===== src/rtl/cpu_ctrl_pkg.sv =====
// Shared control-unit types and defaults for the CPU core.
// Holds the architectural control-state record and the default vector layout.
package lib_cpu;
  localparam int DEF_PC_W       = 11;
  localparam int DEF_VEC_BASE   = 16;
  localparam int DEF_VEC_STRIDE = 4;

  typedef struct packed {
    logic [DEF_PC_W-1:0] pc;
    logic                intr_en;
    logic [DEF_PC_W-1:0] intr_pc;
  } CTRL_STATE;

  // Index width that stays legal for a single channel.
  function automatic int idx_w(input int n);
    return (n > 1) ? $clog2(n) : 1;
  endfunction
endpackage


===== src/rtl/cpu_ctrl_if.sv =====
// Execute-stage / writer-side bundle of the multi-cycle control unit.
interface cpu_ctrl_if #(
  parameter int PC_W   = 11,
  parameter int NPHASE = 5,
  parameter int NIRQ   = 4
);
  logic              stall;
  logic [PC_W-1:0]   ex_pc;
  logic              ex_iret;
  logic              ex_ien_we;
  logic              ex_ien_val;
  logic [NIRQ-1:0]   irq;
  logic [NPHASE-1:0] phase;
  logic              commit;
  logic [PC_W-1:0]   pc;
  logic              intr_en;
  logic [PC_W-1:0]   intr_pc;
  logic [NIRQ-1:0]   irq_pending;
  logic [NIRQ-1:0]   irq_ack;
  logic [31:0]       instret;

  modport master (
    output stall, ex_pc, ex_iret, ex_ien_we, ex_ien_val, irq,
    input  phase, commit, pc, intr_en, intr_pc, irq_pending, irq_ack, instret
  );
  modport slave (
    input  stall, ex_pc, ex_iret, ex_ien_we, ex_ien_val, irq,
    output phase, commit, pc, intr_en, intr_pc, irq_pending, irq_ack, instret
  );
endinterface


===== src/rtl/cpu_ctrl_irq_prio_latch.sv =====
// Edge-latched pending interrupt register with a lowest-index-wins encoder.
// A fresh edge on a channel beats a same-cycle clear of that channel.
module irq_prio_latch
  import lib_cpu::*;
#(
  parameter  int NIRQ  = 4,
  localparam int IDX_W = idx_w(NIRQ)
) (
  input  logic             clk,
  input  logic             reset,
  input  logic [NIRQ-1:0]  irq,
  input  logic             clr_en,
  input  logic [IDX_W-1:0] clr_idx,
  output logic [NIRQ-1:0]  pending,
  output logic             valid,
  output logic [IDX_W-1:0] idx
);
  logic [NIRQ-1:0] irq_prev;
  logic [NIRQ-1:0] clr_vec;

  assign clr_vec = clr_en ? (NIRQ'(1) << clr_idx) : '0;

  always_ff @(posedge clk) begin
    if (reset) begin
      irq_prev <= '0;
      pending  <= '0;
    end else begin
      irq_prev <= irq;
      pending  <= (irq & ~irq_prev) | (pending & ~clr_vec);
    end
  end

  always_comb begin
    valid = |pending;
    idx   = '0;
    for (int i = NIRQ - 1; i >= 0; i--)
      if (pending[i]) idx = IDX_W'(i);
  end
endmodule


===== src/rtl/cpu_ctrl.sv =====
// Multi-cycle control unit: one-hot phase ring, PC, interrupt enable/return
// state and a vectored fixed-priority interrupt controller.
module cpu_ctrl
  import lib_cpu::*;
#(
  parameter int PC_W       = DEF_PC_W,
  parameter int NPHASE     = 5,
  parameter int NIRQ       = 4,
  parameter int RESET_PC   = 0,
  parameter int VEC_BASE   = DEF_VEC_BASE,
  parameter int VEC_STRIDE = DEF_VEC_STRIDE
) (
  input logic      clk,
  input logic      reset,
  cpu_ctrl_if.slave bus
);
  localparam int IDX_W = idx_w(NIRQ);

  typedef struct packed {
    logic [PC_W-1:0] pc;
    logic            intr_en;
    logic [PC_W-1:0] intr_pc;
  } state_t;

  state_t            st;
  logic [NPHASE-1:0] phase, phase_nxt;
  logic [NIRQ-1:0]   irq_ack, ack_nxt, pending;
  logic [31:0]       instret;
  logic              commit, take, irq_valid;
  logic [IDX_W-1:0]  irq_idx;
  logic [PC_W-1:0]   vec_pc;

  generate
    if (NPHASE == 1) begin : g_ph1
      assign phase_nxt = 1'b1;
    end else begin : g_phn
      assign phase_nxt = (phase[NPHASE-1] & bus.stall) ? phase
                                                       : {phase[NPHASE-2:0], phase[NPHASE-1]};
    end
  endgenerate

  assign commit  = phase[NPHASE-1] & ~bus.stall & ~reset;
  // Enable is the pre-commit value; a return commit never takes.
  assign take    = commit & st.intr_en & irq_valid & ~bus.ex_iret;
  assign vec_pc  = PC_W'(VEC_BASE) + PC_W'(irq_idx) * PC_W'(VEC_STRIDE);
  assign ack_nxt = take ? (NIRQ'(1) << irq_idx) : '0;

  irq_prio_latch #(.NIRQ(NIRQ)) u_irq (
    .clk     (clk),
    .reset   (reset),
    .irq     (bus.irq),
    .clr_en  (take),
    .clr_idx (irq_idx),
    .pending (pending),
    .valid   (irq_valid),
    .idx     (irq_idx)
  );

  always_ff @(posedge clk) begin
    if (reset) begin
      phase   <= NPHASE'(1);
      st      <= '{pc: PC_W'(RESET_PC), intr_en: 1'b0, intr_pc: '0};
      irq_ack <= '0;
      instret <= '0;
    end else begin
      phase   <= phase_nxt;
      irq_ack <= ack_nxt;
      if (commit) begin
        instret <= instret + 32'd1;
        if (take) begin
          st.intr_pc <= bus.ex_pc;
          st.pc      <= vec_pc;
          st.intr_en <= 1'b0;
        end else if (bus.ex_iret) begin
          st.pc      <= st.intr_pc;
          st.intr_en <= 1'b1;
        end else begin
          st.pc <= bus.ex_pc;
          if (bus.ex_ien_we) st.intr_en <= bus.ex_ien_val;
        end
      end
    end
  end

  assign bus.phase       = phase;
  assign bus.commit      = commit;
  assign bus.pc          = st.pc;
  assign bus.intr_en     = st.intr_en;
  assign bus.intr_pc     = st.intr_pc;
  assign bus.irq_pending = pending;
  assign bus.irq_ack     = irq_ack;
  assign bus.instret     = instret;
endmodule


===== src/flat_wrapper.sv =====
// flat-port wrapper written by rule: the top's interface ports become plain ports
module cpu_ctrl_flat import lib_cpu::*;
#(
  parameter int PC_W       = DEF_PC_W,
  parameter int NPHASE     = 5,
  parameter int NIRQ       = 4,
  parameter int RESET_PC   = 0,
  parameter int VEC_BASE   = DEF_VEC_BASE,
  parameter int VEC_STRIDE = DEF_VEC_STRIDE
)
  (clk, reset, bus_stall, bus_ex_pc, bus_ex_iret, bus_ex_ien_we, bus_ex_ien_val, bus_irq, bus_phase, bus_commit, bus_pc, bus_intr_en, bus_intr_pc, bus_irq_pending, bus_irq_ack, bus_instret);
  cpu_ctrl_if #(.PC_W(PC_W), .NPHASE(NPHASE), .NIRQ(NIRQ)) bus_i ();
  input logic clk;
  input logic reset;
  input wire logic [$bits(bus_i.stall)-1:0] bus_stall;
  input wire logic [$bits(bus_i.ex_pc)-1:0] bus_ex_pc;
  input wire logic [$bits(bus_i.ex_iret)-1:0] bus_ex_iret;
  input wire logic [$bits(bus_i.ex_ien_we)-1:0] bus_ex_ien_we;
  input wire logic [$bits(bus_i.ex_ien_val)-1:0] bus_ex_ien_val;
  input wire logic [$bits(bus_i.irq)-1:0] bus_irq;
  output wire logic [$bits(bus_i.phase)-1:0] bus_phase;
  output wire logic [$bits(bus_i.commit)-1:0] bus_commit;
  output wire logic [$bits(bus_i.pc)-1:0] bus_pc;
  output wire logic [$bits(bus_i.intr_en)-1:0] bus_intr_en;
  output wire logic [$bits(bus_i.intr_pc)-1:0] bus_intr_pc;
  output wire logic [$bits(bus_i.irq_pending)-1:0] bus_irq_pending;
  output wire logic [$bits(bus_i.irq_ack)-1:0] bus_irq_ack;
  output wire logic [$bits(bus_i.instret)-1:0] bus_instret;
  assign bus_i.stall = bus_stall;
  assign bus_i.ex_pc = bus_ex_pc;
  assign bus_i.ex_iret = bus_ex_iret;
  assign bus_i.ex_ien_we = bus_ex_ien_we;
  assign bus_i.ex_ien_val = bus_ex_ien_val;
  assign bus_i.irq = bus_irq;
  assign bus_phase = bus_i.phase;
  assign bus_commit = bus_i.commit;
  assign bus_pc = bus_i.pc;
  assign bus_intr_en = bus_i.intr_en;
  assign bus_intr_pc = bus_i.intr_pc;
  assign bus_irq_pending = bus_i.irq_pending;
  assign bus_irq_ack = bus_i.irq_ack;
  assign bus_instret = bus_i.instret;
  cpu_ctrl #(.PC_W(PC_W), .NPHASE(NPHASE), .NIRQ(NIRQ), .RESET_PC(RESET_PC), .VEC_BASE(VEC_BASE), .VEC_STRIDE(VEC_STRIDE)) u_core (.clk(clk), .reset(reset), .bus(bus_i));
endmodule

===== config.mk =====
export PLATFORM = sky130hd
export DESIGN_NAME = cpu_ctrl_flat
export DESIGN_NICKNAME = d
export VERILOG_FILES = /design/src/rtl/cpu_ctrl_pkg.sv /design/src/rtl/cpu_ctrl_if.sv /design/src/rtl/cpu_ctrl_irq_prio_latch.sv /design/src/rtl/cpu_ctrl.sv /design/src/flat_wrapper.sv
export SDC_FILE = /design/constraint.sdc
export NUM_CORES = 1
export LEC_CHECK = 0
export ABC_CLOCK_PERIOD_IN_PS = 2060
export CAP_MARGIN = 15
export CORE_MARGIN = 5
export CORE_UTILIZATION = 40
export CTS_BUF_LIST = sky130_fd_sc_hd__clkbuf_2 sky130_fd_sc_hd__clkbuf_4 sky130_fd_sc_hd__clkbuf_8
export CTS_CLUSTER_SIZE = 8
export DETAILED_ROUTE_END_ITERATION = 12
export PLACE_DENSITY = 0.69
export SLEW_MARGIN = 20
export SYNTH_ARGS = -nofsm -noshare
export SYNTH_HDL_FRONTEND = slang
export SYNTH_SLANG_ARGS = --single-unit

===== constraint.sdc =====
create_clock -name clk -period 2.06 [get_ports clk]
set_input_delay 0.412 -clock clk [delete_from_list [all_inputs] [get_ports clk]]
set_output_delay 0.412 -clock clk [all_outputs]
set_load 0.01 [all_outputs]

==> flow_summary.yaml, run 1 <==
global_route:
  use_met3_pct: 6.58
  antenna_found_initial: 0
  grt_max_degree: 42
  grt_pass1_wl_mm: 13.7
  grt_overflow: 0
  use_met1_pct: 21.4
  gr-max-usage-layer: "met2"
  first_global_vias: 2952
  grtUsageTotal_pct: 16.8
  grt_util_met2_pct: 25.6
route:
  drt_iter0_drc: 78
  wirelength_mm: 8.06
  postRouteAntennaNets: 0
  viasPerCell: 5.21
  drcViolationCount: 0
  avgRoutedWirePerCell_um: 14.0
  via_count: 3004
  drt-pass1-iter-count: 4
power_and_ir_drop:
  p_comb_share_pct: 6.3
  clkPwrFrac_pct: 41.0
  p_seq_share_pct: 52.7
  leakage_nw: 1.53
  ir_drop_v: 0.000332
  switching_share_pct: 23.7
  power.density_mw_per_mm2: 601
  p_int_mw: 2.06
  power.switching_mw: 0.638
place:
  place_hpwl_mm: 5.81
  placed_cells: 561
  globalplace.congestion: 0.795
  numPortBuffers: 89
  dpl_cell_area_mm2: 0.00429
cts:
  clk-insertion-delay-late_ns: 0.34
  cts_tree: "built"
  cts.hold.buffers_added: 0
  clockRootBuffer: "clkbuf_8"
  clk_path_buf_depth: 2
  cts_max_level: 3
  cts-resized-gates: 2
  cts_buffers: 9
  worst_setup_hold_path_clk_slew_ns: 0.08
  clkSinkCount: 72
  post_cts_buffers: 0
yosys:
  yosysMostFrequentCell: "dfxtp_1"
  synth_adder_area_share_pct: 0.395
  synth_compound_area_share_pct: 12.9
  yosysWarnings: 0
  synthTopCellsByArea: "dfxtp_1, a21oi_1, nand2_1"
  syn_inst: 370
  synthArstFlopShare_pct: 0
  synth_cell_types: 40
  avgSynthCellArea_um2: 8.57
  yosysTopAreaCellShare_pct: 45.5
  synth_mux_area_share_pct: 5.64
  synth_top_family_by_area: "simple AND/OR/NAND/NOR gates"
  seq_area_frac_synth_pct: 45.5
  synth_edf_count: 0
  post-synth-top-area-cell: "dfxtp_1"
  synth_area_mm2: 0.00317
  synth-simple-area-share_pct: 28.6
  synthTopCellsByCount: "dfxtp_1, nand2_1, a21oi_1"
  ys_ff_latch: 72
  ys.flop_type: "dfxtp_1"
  synth-xor-area-share_pct: 2.76
  synth_fp_nets: 392
worst_setup_path:
  crit_required_ns: 2.29
  worst_setup_path_end_kind: "flop"
  rrSetupSlack_ns: 0.22
  worst_ep_arrival_time_ns: 2.16
  cp_max_fo: 6
  path_class: "in2reg"
  r2r_cells: 4
  start_kind: "primary input"
floorplan:
  dieArea_mm2: 0.00981
  num_io_pins: 90
  die_x_um: 99.0
  rows: 32
  fp.dieH_um: 99.0
  start_util_pct: 41.0
  core_mm2: 0.00773
finish:
  final.fill_count: 688
  utilization_pct: 58.0
  antenna_cells: 0
  area_growth_pct: 41.5
  fin_area_mm2: 0.00449
  nets: 492
  drive_above_1_share_pct: 13.1
  instances_no_fill: 577
sta:
  period_minus_slack_ns: 1.93
  fin_crit_sh_pct: 93.6
  tightest_slew_ns: 0.486
  fmax_ghz: 0.519
  grt_setup_unrepaired: "false"
  setup_violations: 0
  finClkSkew_ns: 0.00928
  hold_viol: 0
  drv_slew: 0
  slew_headroom_pct: 67.5
hold_path:
  hold_path_class: "reg2reg"
  holdPathStages: 2
outcome:
  status: "complete, no violations"
flow_run:
  maxCapViolCount: 0
## kinds of logic after synthesis
group,after synthesis
AOI/OAI and AO/OA,73
xor gates and xnor gates,10
adders and majority gates,1
buffers and inverters,32
DFF,72
muxes,16
and+or+nand+nor,166
## sequential cells by signal, summed over array words and instances, names as in the netlist
register	cells
u_core.bus.instret	32
u_core.bus.intr_pc	11
u_core.bus.pc	11
u_core.bus.phase	5
u_core.bus.irq_ack	4
u_core.u_irq.irq_prev	4
u_core.u_irq.pending	4
u_core.bus.intr_en	1
## worst max-delay path, stage by stage
cell,delay (ns)
clkdlybuf4s50_1,0.45
and4bb_2,0.36
nand3_2,0.13
buf_4,0.19
nor4_2,0.27
mux2_1,0.34
## per-stage QoR
step                TNS, ns  setup WS, ns  total power [mW]  hold slack, ns
floorplan                 0         0.240              1.53           0.462
global placement      -1.90        -0.188              1.62           0.445
detailed placement    -3.05        -0.241              1.62           0.448
CTS                       0         0.117              2.72           0.458
global route              0        0.0435              2.81           0.478
finish                    0         0.133              2.70           0.452
## layer usage
metal / part of all wire [%] / vias to the layer above
met3: 8.2 / 13
met4: 1.6 / 0
li1: - / 1514
met5: 0 / -
met1: 47 / 1395
met2: 44 / 82
## placed cells by master (no fill, tap or decap), types with 2 or more instances in the layout
cell	netlist	routed
clkdlybuf4s50_1	0	87
dfxtp_1	72	72
nand2_1	49	49
a21oi_1	46	46
nor2_1	23	23
buf_4	2	23
nand3_1	21	21
nor2b_1	12	12
or4_1	11	11
o31ai_1	11	11
o21ai_0	10	10
mux2_2	9	9
clkbuf_8	0	9
nand4_1	8	8
inv_1	7	7
xor2_1	6	6
nand2b_1	6	6
mux2_1	6	6
and3_1	5	5
nor3_1	5	5
nor4_2	5	5
xnor2_1	4	4
and4_1	4	4
or3_1	4	4
and2_1	3	3
nor4_1	3	3
clkinvlp_4	0	3
a31oi_1	2	2
nand3_2	2	2
clkinv_2	0	2
buf_12	0	2
## final timing paths
path                              start                     end
setup / recovery              bus_stall  u_core.bus.instret[26]
hold / removal         u_core.bus.pc[0]        u_core.bus.pc[0]
setup reg to reg  u_core.bus.instret[9]  u_core.bus.instret[20]
hold reg to reg        u_core.bus.pc[0]        u_core.bus.pc[0]
## power by group through the flow
| stage | registers (mW) | logic, mW | clock network [mW] |
|---|---|---|---|
| after global placement | 1.45 | 0.168 | 0 |
| after detailed placement | 1.45 | 0.170 | 0 |
| after floorplan | 1.46 | 0.0743 | 0 |
| final | 1.42 | 0.170 | 1.10 |
| after CTS | 1.42 | 0.171 | 1.13 |
| after global routing | 1.42 | 0.185 | 1.20 |
## final cells by class
type / instances / area [um^2] / share of cell area (%)
Clock buffer: 9 / 124 / 2.76
Timing Repair Buffer: 114 / 1100 / 24.5
Multi-Input combinational cell: 266 / 1600 / 35.6
Sequential cell: 72 / 1440 / 32.1
Tap cell: 102 / 128 / 2.85
Inverter: 7 / 26.3 / 0.586
Clock inverter: 7 / 71.3 / 1.59
Power figures use the tool's default switching activity.
==> inputs of run 2 (changes only) <==
--- a/config.mk
+++ b/config.mk
@@ -12,6 +12,7 @@
 export CTS_BUF_LIST = sky130_fd_sc_hd__clkbuf_2 sky130_fd_sc_hd__clkbuf_4 sky130_fd_sc_hd__clkbuf_8
 export CTS_CLUSTER_SIZE = 8
 export DETAILED_ROUTE_END_ITERATION = 12
+export HOLD_SLACK_MARGIN = 0.03
 export PLACE_DENSITY = 0.69
 export SLEW_MARGIN = 20
 export SYNTH_ARGS = -nofsm -noshare
==> results of run 2 <==
Final layout, timing and power as in run 1 (identical DEF).
